## src/rtl/div_unit.sv

```systemverilog
// RV32M divide/remainder unit: restoring radix-2 divider, one quotient bit per cycle.
// Divide-by-zero and signed overflow bypass the iteration and complete on the next cycle.
module div_unit (
  input  logic        clk,
  input  logic        rst,
  input  logic        start,
  input  logic [1:0]  op,
  input  logic [31:0] rs1v,
  input  logic [31:0] rs2v,
  input  logic [4:0]  rd_in,
  input  logic        kill,
  output logic        busy,
  output logic        we,
  output logic [4:0]  rd,
  output logic [31:0] rrd
);

  localparam int unsigned XLEN  = 32;
  localparam int unsigned CNT_W = 5;

  typedef enum logic [1:0] {IDLE, CALC, DONE} state_t;

  state_t            state;
  logic [CNT_W-1:0]  cnt;
  logic [XLEN-1:0]   quo;
  logic [XLEN-1:0]   rem;
  logic [XLEN-1:0]   dvs;
  logic              is_rem;
  logic              neg_q;
  logic              neg_r;
  logic [4:0]        rd_l;
  logic              we_q;

  logic              sgn;
  logic [XLEN-1:0]   a_mag;
  logic [XLEN-1:0]   b_mag;
  logic              div_zero;
  logic              ovf;
  logic [XLEN-1:0]   fast_res;
  logic [XLEN:0]     rem_sh;
  logic [XLEN:0]     diff;
  logic              borrow;
  logic [XLEN:0]     rem_nx;
  logic [XLEN-1:0]   quo_nx;
  logic [XLEN-1:0]   q_fix;
  logic [XLEN-1:0]   r_fix;
  logic [XLEN-1:0]   calc_res;
  logic              unused_rem_msb;

  // Request decode: operand magnitudes and fast-path detection.
  always_comb begin
    sgn      = ~op[0];
    a_mag    = (sgn && rs1v[XLEN-1]) ? XLEN'(-rs1v) : rs1v;
    b_mag    = (sgn && rs2v[XLEN-1]) ? XLEN'(-rs2v) : rs2v;
    div_zero = (rs2v == '0);
    ovf      = sgn && (rs1v == 32'h8000_0000) && (rs2v == 32'hFFFF_FFFF);
    if (div_zero) fast_res = op[1] ? rs1v : '1;
    else          fast_res = op[1] ? '0 : 32'h8000_0000;
  end

  // One restoring step on the 33-bit partial remainder, plus final sign fix-up.
  always_comb begin
    rem_sh         = {rem, quo[XLEN-1]};
    {borrow, diff} = {1'b0, rem_sh} - {2'b00, dvs};
    rem_nx         = borrow ? rem_sh : diff;
    quo_nx         = {quo[XLEN-2:0], ~borrow};
    q_fix          = neg_q ? XLEN'(-quo_nx) : quo_nx;
    r_fix          = neg_r ? XLEN'(-rem_nx[XLEN-1:0]) : rem_nx[XLEN-1:0];
    calc_res       = is_rem ? r_fix : q_fix;
    unused_rem_msb = rem_nx[XLEN];
  end

  // Kill must suppress a write even in the DONE cycle itself.
  assign we = we_q & ~kill;

  always_ff @(posedge clk) begin
    if (rst) begin
      state  <= IDLE;
      cnt    <= '0;
      quo    <= '0;
      rem    <= '0;
      dvs    <= '0;
      is_rem <= 1'b0;
      neg_q  <= 1'b0;
      neg_r  <= 1'b0;
      rd_l   <= '0;
      busy   <= 1'b0;
      we_q   <= 1'b0;
      rd     <= '0;
      rrd    <= '0;
    end else if (kill) begin
      state <= IDLE;
      cnt   <= '0;
      busy  <= 1'b0;
      we_q  <= 1'b0;
      rd    <= '0;
      rrd   <= '0;
    end else begin
      case (state)
        IDLE: begin
          if (start) begin
            is_rem <= op[1];
            neg_q  <= sgn && (rs1v[XLEN-1] ^ rs2v[XLEN-1]);
            neg_r  <= sgn && rs1v[XLEN-1];
            rd_l   <= rd_in;
            quo    <= a_mag;
            dvs    <= b_mag;
            rem    <= '0;
            cnt    <= '0;
            busy   <= 1'b1;
            if (div_zero || ovf) begin
              state <= DONE;
              rrd   <= fast_res;
              rd    <= rd_in;
              we_q  <= (rd_in != '0);
            end else begin
              state <= CALC;
            end
          end
        end
        CALC: begin
          quo <= quo_nx;
          rem <= rem_nx[XLEN-1:0];
          cnt <= CNT_W'(cnt + 1'b1);
          if (cnt == CNT_W'(XLEN - 1)) begin
            state <= DONE;
            rrd   <= calc_res;
            rd    <= rd_l;
            we_q  <= (rd_l != '0);
          end
        end
        DONE: begin
          state <= IDLE;
          busy  <= 1'b0;
          we_q  <= 1'b0;
          rd    <= '0;
          rrd   <= '0;
        end
        default: state <= IDLE;
      endcase
    end
  end

endmodule
```

## config.mk

```make
export PLATFORM = sky130hd
export DESIGN_NAME = div_unit
export DESIGN_NICKNAME = d
export VERILOG_FILES = /design/src/rtl/div_unit.sv
export SDC_FILE = /design/constraint.sdc
export NUM_CORES = 1
export LEC_CHECK = 0
export CORE_MARGIN = 1.5
export CORE_UTILIZATION = 55
export CTS_BUF_LIST = sky130_fd_sc_hd__clkbuf_8
export DETAILED_ROUTE_END_ITERATION = 7
export PLACE_DENSITY = 0.77
export SYNTH_ARGS = -nofsm -noshare
export SYNTH_HDL_FRONTEND = slang
export SYNTH_SLANG_ARGS = --single-unit
export TNS_END_PERCENT = 1
```

## constraint.sdc

```tcl
create_clock -name clk -period 7.25 [get_ports clk]
set_input_delay 1.45 -clock clk [delete_from_list [all_inputs] [get_ports clk]]
set_output_delay 1.45 -clock clk [all_outputs]
set_load 0.05 [all_outputs]
```

==> flow_metrics.py, run 1 <==
metrics = {
    "worst_setup_path": {
        "crit_start": "rem[17]",
        "crit_type": "reg -> reg",
        "crit_path_end": "rrd[30]",
        "rr_worst_depth": 19,
        "worstReg2RegEnd": "rrd[30]",
        "critical_path_arrival_ps": 6140,
        "crit_required_ps": 7640,
        "r2r-start": "rem[17]",
        "end_kind": "flip-flop",
        "start_kind": "flip-flop",
        "worst-r2r-setup-slack_ps": 1510,
        "critPathMaxFanout": 43,
    },
    "cts": {
        "ctsLongestPathBuffers": 2,
        "ctsResizeCount": 0,
        "cts_tree": "yes",
        "htreeDepth": 4,
        "clock-root-buffer": "clkbuf_8",
        "cts_setup_buffers": 0,
        "clk_latency_ps": 470,
        "cts_sinks": 150,
        "clk_pin_slew_ps": 90,
        "hold_buffers": 0,
        "cts_inserted_buffers": 17,
    },
    "synth": {
        "ys_seq_area_frac": 0.247,
        "synth_top_area_share": 0.247,
        "ys_top_cells_by_area": "dfxtp_1 (25%), o21ai_0 (6.9%), nand2_1 (6.8%)",
        "synth_seq_cells": 150,
        "synth_cells": 1702,
        "synth_edf_count": 0,
        "synth_flop_cell": "dfxtp_1",
        "synth_area_per_cell_um2": 7.14,
        "synth.most_common_cell": "nand2_1",
        "synthesis.area_um2": 12200,
        "synth_common_cells": "nand2_1 (221), nor2_1 (175), o21ai_0 (168)",
        "ys_types": 95,
        "synthArstFlopShare": 0,
        "yosysWarnings": 0,
        "synth_nets": 1821,
        "yosysTopAreaCell": "dfxtp_1",
    },
    "pwr": {
        "peakVddDrop_mv": 0.116,
        "switching_share": 0.363,
        "seqPwrFrac": 0.394,
        "p_leak_nw": 5.02,
        "p_int_mw": 1.45,
        "switching_power_uw": 825,
        "power.share.clock": 0.309,
        "p_total_mw": 2.27,
        "p_comb_frac": 0.297,
        "p_per_area_nw_per_um2": 165,
    },
    "sta": {
        "clock_skew_ps": 16.5,
        "grt_setup_unrepaired": "no",
        "finalCritPeriodShare": 0.792,
        "clock.fmax_mhz": 174,
        "worstMarginPinSlew_ps": 1410,
        "finalSetupViolCount": 0,
        "fin_tns_setup_ps": 0,
        "finalCriticalPeriod_ps": 5740,
        "drv_slew": 0,
        "hold_viol_final": 0,
        "maxSlewHeadroom": 0.0585,
    },
    "grt": {
        "grt-ovfl-total": 0,
        "grt_pass1_vias": 11900,
        "grt_usage": 0.357,
        "grt_pass1_wl_um": 63900,
        "grt_max_degree": 77,
        "antenna_found_initial": 1,
    },
    "drt": {
        "drc": 0,
        "wl_per_cell_um": 20.2,
        "route.vias.total": 13400,
        "ant_nets": 0,
        "drt_pass1_iterations": 6,
        "drtIter0Drc": 1387,
        "finalWirelength_um": 41100,
        "vias_per_cell": 6.57,
    },
    "run_status": {
        "status": "completed",
    },
    "worst_hold_path": {
        "holdCritStartpoint": "dvs[31]",
        "hp-class": "reg -> reg",
    },
    "floorplanning": {
        "start_util": 0.559,
        "io_pins": 114,
        "rows": 54,
        "die_x_um": 152,
        "core-area_um2": 21800,
        "dieArea_um2": 23000,
        "die_h_um": 152,
    },
    "layout": {
        "fillers": 1993,
        "design_area_um2": 13800,
        "drive_above_1_share": 0.0535,
        "syn_to_final_growth_pct": 13.1,
        "fin_util": 0.632,
        "multi_input_area_um2": 8510,
        "seq_area_um2": 3000,
        "diodes": 0,
        "nets": 1863,
    },
    "placement": {
        "dpl_cell_area_um2": 13300,
        "post-dp-hpwl_um": 30900,
        "numPortBuffers": 113,
        "gp_congestion": 0.994,
    },
    "run": {
        "drv_cap": 0,
    },
}
==> through the flow <==
step	hold WS, ps	setup WS, ps	std cells
floorplan	432	1950	1702
finish	456	1510	2036
global placement	439	1560	2005
global route	483	1090	2036
detailed placement	448	1460	2005
CTS	458	1560	2036
==> worst max-delay path, cell delays in order (launching register included) <==
cell and delay (ps):
dfxtp_1 360, ha_1 470, nand4_1 190, nor3_1 350
a21boi_1 320, o211ai_2 140, buf_4 220, nand2_1 250
buf_4 510, nand2_1 100, o21ai_0 140, ha_1 280
nand2_1 90, or3_1 380, a211oi_1 350, o2bb2ai_1 310
o2111a_1 250, or4b_4 460, a2111o_1 410, o211ai_1 90
==> final cells by class <==
class / count / area share
Multi-Input combinational cell: 1386 / 0.619
Clock buffer: 17 / 0.0170
Sequential cell: 150 / 0.218
Timing Repair Buffer: 129 / 0.0908
Inverter: 60 / 0.0164
Tap cell: 280 / 0.0255
Clock inverter: 14 / 0.0130
==> routing by layer <==
| metal | share of wire | track usage |
|---|---|---|
| met4 | 0.032 | 0.125 |
| met3 | 0.098 | 0.0656 |
| met2 | 0.44 | 0.543 |
| met5 | 0.00034 | 0 |
| met1 | 0.43 | 0.503 |
==> worst min path at each step <==
| stage | depth (start not counted) | end |
|---|---|---|
| finish | 2 | dvs[31] |
| floorplan | 2 | dvs[18] |
| CTS | 2 | dvs[18] |
| global route | 2 | dvs[18] |
| detailed placement | 2 | dvs[18] |
| global placement | 2 | dvs[22] |
==> flip-flops by register name, indices dropped and copies added, names as in the netlist <==
| name | cells |
|---|---|
| rd | 5 |
| neg_q | 1 |
| rd_l | 5 |
| rrd | 32 |
| rem | 32 |
| quo | 32 |
| cnt | 5 |
| dvs | 32 |
| state | 2 |
| we_q | 1 |
| busy | 1 |
| neg_r | 1 |
| is_rem | 1 |
==> placed cells by master (no fill, tap or decap), types with 14 or more instances in the layout <==
| master | netlist | layout |
|---|---|---|
| o21ai_0 | 168 | 168 |
| o31ai_1 | 25 | 25 |
| xor2_1 | 68 | 68 |
| inv_1 | 58 | 59 |
| or4_1 | 18 | 18 |
| buf_4 | 3 | 17 |
| or3_1 | 28 | 28 |
| nor2b_1 | 14 | 14 |
| clkbuf_8 | 0 | 17 |
| a21oi_1 | 145 | 145 |
| ha_1 | 43 | 42 |
| a31oi_1 | 28 | 28 |
| nor2_1 | 175 | 172 |
| nand2b_1 | 21 | 21 |
| nor4_1 | 17 | 17 |
| xnor2_1 | 53 | 53 |
| nand4_1 | 20 | 20 |
| a211oi_1 | 38 | 37 |
| o211ai_1 | 16 | 16 |
| nand2_1 | 221 | 221 |
| nor3_1 | 31 | 31 |
| mux2i_1 | 18 | 18 |
| dfxtp_1 | 150 | 150 |
| nand3_1 | 27 | 27 |
| a22oi_1 | 21 | 21 |
| clkdlybuf4s50_1 | 0 | 112 |
==> kinds of logic after synthesis <==
logic type                 count (synthesis)  synth area share
muxes                                     26            0.0222
AOI/OAI and AO/OA                        568             0.301
buffers and inverters                    166            0.0553
and+or+nand+nor                          627             0.241
xor gates and xnor gates                 121            0.0872
adders and majority gates                 44            0.0459
DFF                                      150             0.247
==> power groups by stage <==
stage	Clock (mW)	Combinational (mW)	Sequential, mW
3_3_place_gp	0	0.648	0.911
4_1_cts	0.703	0.658	0.894
5_1_grt	0.739	0.729	0.900
2_1_floorplan	0	0.425	0.927
3_5_place_dp	0	0.655	0.913
6_report	0.702	0.675	0.895
No activity file was read; power rests on OpenSTA's default activity.
==> inputs of run 2 (changes only) <==
clock period = 5.6 ns   (was 7.25 ns; I/O delays follow)
==> run 2 against run 1 <==
  * The flow now finishes with violations (design-rule violations)
  * Combinational power increased by 30%
  * Sequential cell count unchanged
  * Global-route usage increased by 0.052 points
  * Critical path type unchanged
  * Largest cell class unchanged
==> flow_metrics.py, run 2 (synthesis gave the netlist of run 1 again) <==
metrics = {
    "worst_setup_path": {
        "r2r-start": "rem[3]",
        "crit_buf_inv": 1,
        "start_kind": "flip-flop",
        "critical_path_arrival_ps": 5640,
        "crit_type": "reg -> reg",
        "crit_start": "rem[3]",
        "critPathMaxFanout": 8,
        "worst-r2r-setup-slack_ps": 370,
        "crit_required_ps": 6020,
        "critPathMaxStageDelay_ps": 480,
        "crit_slowest_cell": "dfxtp_1",
        "end_kind": "flip-flop",
        "crit_family": "compound AO/OA/AOI/OAI gates",
        "path_cells": "ha_1, a21o_4, a31o_1, o211ai_1, nand3_1, o211ai_2, nand2_1, mux2_2, inv_1, ha_1, nand2_1, or3_1, a211oi_2, o2bb2ai_1, o2111a_1, or4b_4, a2111o_1, o211ai_1",
    },
    "layout": {
        "drive_above_1_share": 0.0568,
        "syn_to_final_growth_pct": 13.8,
        "diodes": 0,
        "layout_commonest_cell": "nand2_1",
        "final_cell_mix": "nand2_1 (221), nor2_1 (172), o21ai_0 (168)",
        "nets": 1868,
    },
    "sta": {
        "clock_skew_ps": 19.1,
        "setup_slack_ps": 373,
        "fin_hold_ws_ps": 470,
        "grt_setup_unrepaired": "no",
        "clock.fmax_mhz": 191,
        "finalCritPeriodShare": 0.933,
        "finalSetupViolCount": 0,
        "maxSlewHeadroom": 0.117,
        "worstMarginPinSlew_ps": 1320,
        "hold_viol_final": 0,
        "fin_tns_setup_ps": 0,
        "finalCriticalPeriod_ps": 5230,
        "drv_slew": 0,
    },
    "pwr": {
        "seqPwrFrac": 0.379,
        "p_leak_nw": 5.08,
        "p_comb_frac": 0.287,
        "power.share.clock": 0.334,
        "p_per_area_nw_per_um2": 221,
        "peakVddDrop_mv": 0.146,
        "switching_share": 0.355,
        "switching_power_mw": 1.09,
        "p_int_mw": 1.97,
    },
    "run_status": {
        "violations": "design-rule violations",
        "status": "finished, violations left",
    },
    "cts": {
        "ctsLongestPathBuffers": 2,
        "htreeDepth": 4,
        "cts_inserted_buffers": 17,
        "cts_tree": "yes",
        "cts_setup_buffers": 0,
        "cts_sinks": 150,
        "clk_latency_ps": 500,
        "clock-root-buffer": "clkbuf_8",
        "hold_buffers": 0,
        "clk_pin_slew_ps": 90,
    },
    "drt": {
        "ant_nets": 0,
        "drt_pass1_iterations": 8,
        "wl_per_cell_um": 19.9,
        "drc": 1,
        "drtIter0Drc": 1370,
        "route.vias.total": 13200,
        "finalWirelength_um": 40700,
        "vias_per_cell": 6.47,
    },
    "floorplanning": {
        "die_h_um": 152,
        "rows": 54,
        "io_pins": 114,
        "dieArea_um2": 23000,
        "start_util": 0.559,
        "core-area_um2": 21800,
        "die_x_um": 152,
    },
    "placement": {
        "gp_congestion": 0.992,
        "numPortBuffers": 113,
        "dp_slack_ps": 383,
        "post-dp-hpwl_um": 30300,
    },
    "grt": {
        "grt_pass1_vias": 11800,
        "grt_max_degree": 88,
        "grt_pass1_wl_um": 64000,
        "grt-ovfl-total": 0,
        "antenna_found_initial": 0,
        "grt_usage": 0.358,
    },
    "worst_hold_path": {
        "holdCritStartpoint": "dvs[18]",
        "hp-class": "reg -> reg",
    },
    "run": {
        "drv_cap": 0,
    },
}
[run 2: changes by cell type in the layout (fill, tap and decap cells not counted)]
cell	change
bufinv_16	+2
buf_4	+5
clkinvlp_4	-2
a211oi_1	-1
clkinv_2	+1
a211oi_2	+1
inv_8	+1
inv_1	+1
clkinv_4	-3
inv_6	+1
[run 2: final timing paths]
path | endpoint | cells past startpoint
worst min register to register | dvs[18] | 2
worst max register to register | rrd[30] | 18
worst max-delay path | rrd[30] | 18
worst min-delay path | dvs[18] | 2
[run 2: through the flow]
stage,utilization,std cells,power [mW],cell area (um2)
after floorplan,-,1702,1.75,12200
after global placement,0.615,2010,2.02,13400
after detailed placement,0.615,2010,2.03,13400
after CTS,0.636,2042,3.03,13800
after global routing,0.636,2042,3.18,13800
final,0.636,2042,3.05,13800
[run 2: final cells by class]
class                      instances  area (um2)
clock inverter                    15         226
fill                            2044        7910
sequential                       150        3000
timing repair buffer             134        1290
inverter                          60         225
tap                              280         350
multi-input combinational       1386        8520
clock buffer                      17         234
[run 2: routing by layer]
layer	vias to the layer above	part of all wire	GRT usage	routed length, um
li1	6257	-	-	-
met3	97	0.098	0.0674	3980
met2	732	0.44	0.547	17800
met4	0	0.029	0.117	1180
met5	-	0	0	0
met1	6122	0.43	0.504	17700
[run 2: power groups by stage]
stage	registers, mW	clock network, mW	logic, mW
after floorplan	1.20	0	0.551
after global placement	1.18	0	0.839
after detailed placement	1.18	0	0.847
after CTS	1.15	1.02	0.853
after global routing	1.16	1.06	0.950
final	1.16	1.02	0.876
[run 2: timing repair]
item / in CTS / in global routing
hold endpoints to repair: 0 / 0
endpoints found under the setup margin: 0 / 1
gates resized for setup: 0 / 1
[run 2: worst register-to-register path, cell delays in order, from the launching register on]
cell and delay [ps]:
dfxtp_1 480, ha_1 370, a21o_4 280, a31o_1 230
o211ai_1 270, nand3_1 220, o211ai_2 220, nand2_1 180
mux2_2 350, inv_1 60, ha_1 230, nand2_1 90
or3_1 390, a211oi_2 280, o2bb2ai_1 280, o2111a_1 250
or4b_4 460, a2111o_1 420, o211ai_1 90
